===== config.mk =====
export PLATFORM = sky130hd
export DESIGN_NAME = spi_slave_frontend_flat
export DESIGN_NICKNAME = d
export VERILOG_FILES = /design/src/rtl/spi_slave_frontend_if.sv /design/src/rtl/spi_slave_frontend.sv /design/src/flat_wrapper.sv
export SDC_FILE = /design/constraint.sdc
export NUM_CORES = 1
export LEC_CHECK = 0
export CAP_MARGIN = 15
export CELL_PAD_IN_SITES_DETAIL_PLACEMENT = 0
export CELL_PAD_IN_SITES_GLOBAL_PLACEMENT = 1
export CORE_MARGIN = 2
export CORE_UTILIZATION = 45
export CTS_CLUSTER_SIZE = 10
export DETAILED_ROUTE_END_ITERATION = 7
export MAX_ROUTING_LAYER = met4
export PLACE_DENSITY = 0.87
export REMOVE_ABC_BUFFERS = 1
export SYNTH_ARGS = -nofsm -noshare
export SYNTH_HDL_FRONTEND = slang
export SYNTH_SLANG_ARGS = --single-unit

===== constraint.sdc =====
create_clock -name clk -period 2.2 [get_ports clk]
set_input_delay 0.22 -clock clk [delete_from_list [all_inputs] [get_ports clk]]
set_output_delay 0.22 -clock clk [all_outputs]
set_load 0.005 [all_outputs]

===== src/rtl/spi_slave_frontend_if.sv =====
// Link- and FSM-side signal bundle for spi_slave_frontend.
// Handshake: rdy_spi=1 means rx_output holds an unfetched frame; the consumer pulses ack_fetch_spi for one clk (only while spi_busy=0) and rdy_spi drops on the following clk; push_tx qualifies tx_input and is accepted only while the slave is idle.
`timescale 1ns/1ps
interface spi_slave_frontend_if #(
  parameter int LEN_SPI = 32
);
  logic               sclk;
  logic               cs_n;
  logic               mosi;
  logic               miso;
  logic               miso_oe;
  logic [LEN_SPI-1:0] rx_output;
  logic               rdy_spi;
  logic               spi_busy;
  logic               ack_fetch_spi;
  logic [LEN_SPI-1:0] tx_input;
  logic               push_tx;
  logic               overrun;

  modport slave (
    input  sclk, cs_n, mosi, ack_fetch_spi, tx_input, push_tx,
    output miso, miso_oe, rx_output, rdy_spi, spi_busy, overrun
  );

  modport master (
    output sclk, cs_n, mosi, ack_fetch_spi, tx_input, push_tx,
    input  miso, miso_oe, rx_output, rdy_spi, spi_busy, overrun
  );
endinterface


===== src/rtl/spi_slave_frontend.sv =====
// SPI mode-0 slave front-end: oversampled link, 32-bit frame deserialiser, response serialiser.
// Optional macro SPI_STRICT_FRAME_EN defers the commit to cs_n rising and drops frames that are not exactly LEN_SPI bits.
`timescale 1ns/1ps
module spi_slave_frontend #(
  parameter int LEN_SPI     = 32,
  parameter int CNT_W       = 6,
  parameter int SYNC_STAGES = 2
) (
  input  logic                 clk,
  input  logic                 rst_n,
  spi_slave_frontend_if.slave  bus,
  output logic [1:0]           state_dbg_o
);

  typedef enum logic [1:0] {
    ST_IDLE  = 2'd0,
    ST_SHIFT = 2'd1,
    ST_DONE  = 2'd2
  } state_e;

`ifdef SPI_STRICT_FRAME_EN
  localparam int RX_W = LEN_SPI;
`else
  localparam int RX_W = LEN_SPI - 1;
`endif

  logic [SYNC_STAGES-1:0] sclk_sync_q;
  logic [SYNC_STAGES-1:0] cs_sync_q;
  logic [SYNC_STAGES-1:0] mosi_sync_q;
  logic                   sclk_prev_q;
  logic                   cs_prev_q;

  logic sclk_s, cs_s, mosi_s;
  logic sclk_rise, sclk_fall, cs_fall, cs_rise;

  state_e             state_q;
  logic [CNT_W-1:0]   bit_cnt_q;
  logic [RX_W-1:0]    rx_shift_q;
  logic [LEN_SPI-1:0] tx_shift_q;
  logic [LEN_SPI-1:0] tx_hold_q;
`ifdef SPI_STRICT_FRAME_EN
  logic               long_q;
`endif

  logic [LEN_SPI-1:0] rx_output_q, rx_output_d;
  logic               rdy_q, rdy_d;
  logic               overrun_q, overrun_d;

  logic               last_bit;
  logic [LEN_SPI-1:0] shift_in;
  logic               commit;
  logic [LEN_SPI-1:0] commit_frame;

  // cs_n synchroniser resets to the deselected level so no false cs_fall appears.
  always_ff @(posedge clk or negedge rst_n) begin
    if (!rst_n) begin
      sclk_sync_q <= '0;
      cs_sync_q   <= '1;
      mosi_sync_q <= '0;
      sclk_prev_q <= 1'b0;
      cs_prev_q   <= 1'b1;
    end else begin
      sclk_sync_q <= {sclk_sync_q[SYNC_STAGES-2:0], bus.sclk};
      cs_sync_q   <= {cs_sync_q[SYNC_STAGES-2:0], bus.cs_n};
      mosi_sync_q <= {mosi_sync_q[SYNC_STAGES-2:0], bus.mosi};
      sclk_prev_q <= sclk_sync_q[SYNC_STAGES-1];
      cs_prev_q   <= cs_sync_q[SYNC_STAGES-1];
    end
  end

  assign sclk_s    = sclk_sync_q[SYNC_STAGES-1];
  assign cs_s      = cs_sync_q[SYNC_STAGES-1];
  assign mosi_s    = mosi_sync_q[SYNC_STAGES-1];
  assign sclk_rise = sclk_s & ~sclk_prev_q;
  assign sclk_fall = ~sclk_s & sclk_prev_q;
  assign cs_fall   = ~cs_s & cs_prev_q;
  assign cs_rise   = cs_s & ~cs_prev_q;

  assign last_bit = (bit_cnt_q == CNT_W'(LEN_SPI - 1));
  assign shift_in = {rx_shift_q[LEN_SPI-2:0], mosi_s};

  // The sclk_rise carrying the final bit commits the frame including that bit.
  always_comb begin
    commit       = 1'b0;
    commit_frame = shift_in;
`ifdef SPI_STRICT_FRAME_EN
    if (state_q == ST_SHIFT && sclk_rise && last_bit && cs_rise) begin
      commit = 1'b1;
    end else if (state_q == ST_DONE && cs_rise && !long_q && !sclk_rise) begin
      commit       = 1'b1;
      commit_frame = rx_shift_q;
    end
`else
    if (state_q == ST_SHIFT && sclk_rise && last_bit) begin
      commit = 1'b1;
    end
`endif
  end

  // A commit outranks an ack in the same clk; overrun only flags a frame lost unfetched.
  always_comb begin
    rx_output_d = commit ? commit_frame : rx_output_q;
    rdy_d       = rdy_q;
    overrun_d   = overrun_q;
    if (bus.ack_fetch_spi) begin
      rdy_d     = 1'b0;
      overrun_d = 1'b0;
    end
    if (commit) begin
      rdy_d = 1'b1;
      if (rdy_q && !bus.ack_fetch_spi) begin
        overrun_d = 1'b1;
      end
    end
  end

  always_ff @(posedge clk or negedge rst_n) begin
    if (!rst_n) begin
      rx_output_q <= '0;
      rdy_q       <= 1'b0;
      overrun_q   <= 1'b0;
    end else begin
      rx_output_q <= rx_output_d;
      rdy_q       <= rdy_d;
      overrun_q   <= overrun_d;
    end
  end

  always_ff @(posedge clk or negedge rst_n) begin
    if (!rst_n) begin
      tx_hold_q <= '0;
    end else if (bus.push_tx && state_q == ST_IDLE) begin
      tx_hold_q <= bus.tx_input;
    end
  end

  always_ff @(posedge clk or negedge rst_n) begin
    if (!rst_n) begin
      state_q    <= ST_IDLE;
      bit_cnt_q  <= '0;
      rx_shift_q <= '0;
      tx_shift_q <= '0;
`ifdef SPI_STRICT_FRAME_EN
      long_q     <= 1'b0;
`endif
    end else begin
      case (state_q)
        ST_IDLE: begin
          if (cs_fall) begin
            state_q    <= ST_SHIFT;
            bit_cnt_q  <= '0;
            tx_shift_q <= tx_hold_q;
`ifdef SPI_STRICT_FRAME_EN
            long_q     <= 1'b0;
`endif
          end
        end
        ST_SHIFT: begin
          if (sclk_rise) begin
            rx_shift_q <= shift_in[RX_W-1:0];
            bit_cnt_q  <= bit_cnt_q + CNT_W'(1);
          end
          if (sclk_fall) begin
            tx_shift_q <= {tx_shift_q[LEN_SPI-2:0], 1'b0};
          end
          if (cs_rise) begin
            state_q <= ST_IDLE;
          end else if (sclk_rise && last_bit) begin
            state_q <= ST_DONE;
          end
        end
        ST_DONE: begin
`ifdef SPI_STRICT_FRAME_EN
          if (sclk_rise) begin
            long_q <= 1'b1;
          end
`endif
          if (cs_rise) begin
            state_q <= ST_IDLE;
          end
        end
        default: state_q <= ST_IDLE;
      endcase
    end
  end

  // miso is the MSB of the serialiser, so it is held whenever the shifter is frozen.
  assign bus.miso      = tx_shift_q[LEN_SPI-1];
  assign bus.miso_oe   = ~cs_s;
  assign bus.rx_output = rx_output_q;
  assign bus.rdy_spi   = rdy_q;
  assign bus.spi_busy  = (state_q != ST_IDLE);
  assign bus.overrun   = overrun_q;
  assign state_dbg_o   = state_q;

endmodule


===== src/flat_wrapper.sv =====
// flat-port wrapper written by rule: the top's interface ports become plain ports
module spi_slave_frontend_flat 
#(
  parameter int LEN_SPI     = 32,
  parameter int CNT_W       = 6,
  parameter int SYNC_STAGES = 2
)
  (clk, rst_n, state_dbg_o, bus_sclk, bus_cs_n, bus_mosi, bus_ack_fetch_spi, bus_tx_input, bus_push_tx, bus_miso, bus_miso_oe, bus_rx_output, bus_rdy_spi, bus_spi_busy, bus_overrun);
  spi_slave_frontend_if #(.LEN_SPI(LEN_SPI)) bus_i ();
  input  logic clk;
  input  logic rst_n;
  output logic [1:0] state_dbg_o;
  input wire logic [$bits(bus_i.sclk)-1:0] bus_sclk;
  input wire logic [$bits(bus_i.cs_n)-1:0] bus_cs_n;
  input wire logic [$bits(bus_i.mosi)-1:0] bus_mosi;
  input wire logic [$bits(bus_i.ack_fetch_spi)-1:0] bus_ack_fetch_spi;
  input wire logic [$bits(bus_i.tx_input)-1:0] bus_tx_input;
  input wire logic [$bits(bus_i.push_tx)-1:0] bus_push_tx;
  output wire logic [$bits(bus_i.miso)-1:0] bus_miso;
  output wire logic [$bits(bus_i.miso_oe)-1:0] bus_miso_oe;
  output wire logic [$bits(bus_i.rx_output)-1:0] bus_rx_output;
  output wire logic [$bits(bus_i.rdy_spi)-1:0] bus_rdy_spi;
  output wire logic [$bits(bus_i.spi_busy)-1:0] bus_spi_busy;
  output wire logic [$bits(bus_i.overrun)-1:0] bus_overrun;
  assign bus_i.sclk = bus_sclk;
  assign bus_i.cs_n = bus_cs_n;
  assign bus_i.mosi = bus_mosi;
  assign bus_i.ack_fetch_spi = bus_ack_fetch_spi;
  assign bus_i.tx_input = bus_tx_input;
  assign bus_i.push_tx = bus_push_tx;
  assign bus_miso = bus_i.miso;
  assign bus_miso_oe = bus_i.miso_oe;
  assign bus_rx_output = bus_i.rx_output;
  assign bus_rdy_spi = bus_i.rdy_spi;
  assign bus_spi_busy = bus_i.spi_busy;
  assign bus_overrun = bus_i.overrun;
  spi_slave_frontend #(.LEN_SPI(LEN_SPI), .CNT_W(CNT_W), .SYNC_STAGES(SYNC_STAGES)) u_core (.clk(clk), .rst_n(rst_n), .bus(bus_i), .state_dbg_o(state_dbg_o));
endmodule

==> results.md <==
- Outcome: complete, no violations
- Worst setup SP type: flop
- Synth async-reset ratio: 100.0%
- R2r endpoint: u_core.bus.rx_output[17]$_DFFE_PN0P_
- Slew margin rel.: between 60% and 70%
- DRC viols: 0
- Post-layout util: slightly below 60%
- Mapped Avg Cell Area: around 14 um^2
- #FFs+latches synth: 145
- Critical Path AT: ~2.3 ns
- Setup bufs post-CTS: 0
- Synth warn: 0
- Die span in y: roughly 120 um
- Pre-CTS setup slack: 0.2401 ns
- Hold Path Depth: 1
- Synth unique cells: 33
- Die X: 119.0 um
- Antenna viol nets, final: 0
- Max_cap viols: 0
- Synth-to-layout area growth: 26.97%
- Final period util: between 80% and 90%
- Final hold viol count: 0
- CTS buffer count: 17
- Wire per inst: 14.85 um
- FF-to-FF Start: u_core.bit_cnt_q[0]$_DFFE_PN0P_
- RSZ-0062 raised after global routing: no
- Clock Tree Buf Depth: 2
- HP Class: in2reg
- IO Port Bufs: 77
- Initial Util: 45.46%
- Clk pin slew, worst setup/hold paths: 0.05 ns
- Non-filler instance count after layout: 711
- Crit-path max FO: 31
- Fillers: 1050
- Hold path start: bus_cs_n
- Global-route wire length before repair: between 15 and 20 mm
- Clk_skew: between 0.006 and 0.007 ns
- Hold Crit Endpoint: u_core.cs_sync_q[0]$_DFF_PN1_
- Grt total ovfl: 0
- Final #Nets: 562
- Average via count per standard cell: around 4.9
- H-tree depth: 4
- Ys flop type: dfrtp_1
- Fin. max-slew vios: 0
- Worst Path Class, Setup: reg2reg
- Vias: approximately 3500
- Initial antenna violation count: 0
- Critical Path RT: around 2.5 ns
- Final WS setup: ~0.22 ns
- Gpl congestion: approximately 0.73
- Number of cell rows: between 40 and 50
- Max Clk Rate: 506.0 MHz
- First DRT Iteration DRCs: between 150 and 200
- Synthesized instance count: 437
- Vias in the first global route: about 3600
- FF-to-FF path depth: 5
- Core Region: roughly 13000 um^2
- Root buffer cell: clkbuf_16
- Final wirelength: roughly 11 mm
- Final min period: 1.976 ns
- Pin count of the biggest net entering global routing: 64
- CTS tree: built
- Number of synthesized flops with an enable pin: 0
- Flop2flop setup slack: approximately 0.22 ns
- GRT Total Usage: roughly 16%
- Pwr Density: a little under 1000 nW/um^2
- Register area share after synthesis: slightly above 60%
- Synthesized area: 5948 um^2
- Leakage: 3.498 nW
- CTS sink count: approximately 150
- Share of cells above drive strength 1: around 33%
- Ant diodes: 0
- # IOs: 78
- First-pass DRT Iterations: 4
- Die area: about 14000 um^2
- Post-DP HPWL: about 6.7 mm
- Clock latency on the worst-skew pair: a little over 0.4 ns
- IR drop worst, VDD: about 0.0006 V
- Number of instances in the placed design: just under 700
- Measured slew at the worst slew-check pin: 0.5814 ns
- Setup Viol. Count Final: 0
- Crit path capture type: flop
## synthesized netlist by cell type, types with 2 or more instances
cell type  number  share of area, %
nand3_1         5              0.42
dfstp_2         3               1.3
o21ai_0         5              0.42
buf_4           3              0.38
nor3_1          2              0.17
buf_2           8              0.67
mux2_2         97                18
nand2_1        98               6.2
nand2b_1        5              0.53
a21oi_1         4              0.34
mux2_1          2              0.38
buf_6           3              0.57
dfrtp_1       142                60
or3_1           4              0.42
mux2_4         27               6.8
inv_1           5              0.32
clkbuf_1        8              0.50
## area by class of cell
type | instances | area [um^2] | area share [%]
Sequential cell | 145 | 3632 | 48.09
Multi-Input combinational cell | 264 | 2206 | 29.21
Timing Repair Buffer | 89 | 939.7 | 12.44
Clock buffer | 22 | 474.2 | 6.279
Tap cell | 176 | 220.2 | 2.916
Clock inverter | 10 | 61.31 | 0.8118
Inverter | 5 | 18.77 | 0.2485
## cells in the final DEF, fill, tap and decap left out, types with 2 or more instances in the layout
cell type        instances
dfrtp_1                142
nand2_1                 98
mux2_2                  97
clkdlybuf4s50_1         76
mux2_4                  27
clkbuf_16               17
clkinv_2                 6
buf_12                   6
inv_1                    5
nand3_1                  5
nand2b_1                 5
o21ai_0                  5
buf_4                    5
a21oi_1                  4
or3_1                    3
clkbuf_8                 3
clkinvlp_4               3
dfstp_2                  3
mux2_1                   2
nor3_1                   2
clkbuf_1                 2
## how the worst max path moves through the flow
stage	from	end	slack (ns)	cells after the start
6_report	u_core.bit_cnt_q[0]$_DFFE_PN0P_	u_core.bus.rx_output[17]$_DFFE_PN0P_	0.22	5
5_1_grt	u_core.bit_cnt_q[0]$_DFFE_PN0P_	u_core.bus.rx_output[8]$_DFFE_PN0P_	0.14	5
4_1_cts	u_core.state_dbg_o[0]$_DFFE_PN0P_	bus_spi_busy	0.20	2
3_5_place_dp	u_core.bit_cnt_q[0]$_DFFE_PN0P_	u_core.bus.rx_output[11]$_DFFE_PN0P_	0.24	5
3_3_place_gp	u_core.bit_cnt_q[0]$_DFFE_PN0P_	u_core.bus.rx_output[18]$_DFFE_PN0P_	0.33	5
2_1_floorplan	u_core.state_dbg_o[1]$_DFFE_PN0P_	u_core.bit_cnt_q[1]$_DFFE_PN0P_	-0.95	3
## power by group
group | switching, mW | internal (mW) | leakage [nW]
registers | 0.290 | 3.20 | 1.86
clock network | 1.04 | 1.52 | 0.261
logic | 0.433 | 0.789 | 1.38
## cell families after synthesis
logic type,share of synthesized area [%]
AOI/OAI and AO/OA,1.283
muxes,25.73
DFF,61.06
and+or+nand+nor,9.213
adders and majority gates,0.2103
buffers and inverters,2.503
## registers in the layout, summed over array words and instances, names as in the netlist
register	count
u_core.bit_cnt_q	6
u_core.bus.overrun	1
u_core.bus.rdy_spi	1
u_core.bus.rx_output	32
u_core.cs_prev_q	1
u_core.cs_sync_q	2
u_core.mosi_sync_q	2
u_core.rx_shift_q	31
u_core.sclk_prev_q	1
u_core.sclk_sync_q	2
u_core.state_dbg_o	2
u_core.tx_hold_q	32
u_core.tx_shift_q	32
## worst max-delay path, stage by stage, from the launching register on
cell,delay (ns)
dfrtp_1,0.40
ha_1,0.20
nand3_1,0.16
or3_2,0.55
buf_12,0.21
mux2_4,0.32
## what timing repair did
action,CTS,global route
hold buffers,1,0
gates resized for setup,0,0
endpoints found under the hold margin,61,0
## through the flow
stage	hold WS, ns	power (mW)	setup TNS, ns	instance area (um^2)
after floorplan	-0.07559	4.312	-74.05	5818
after global placement	0.2398	4.681	0	7007
after detailed placement	0.2471	4.774	0	7007
after CTS	0.1996	7.364	0	7552
after global routing	0.2090	7.644	0	7552
final	0.2184	7.267	0	7552
## metal layers
layer,part of all wire (%),vias to the layer above,track usage (%)
met5,0,-,-
met4,1.2,0,5.060
met3,2.9,11,4.646
met2,51,55,25.79
met1,45,1761,20.64
li1,-,1645,-
No activity file was read; power rests on OpenSTA's default activity.
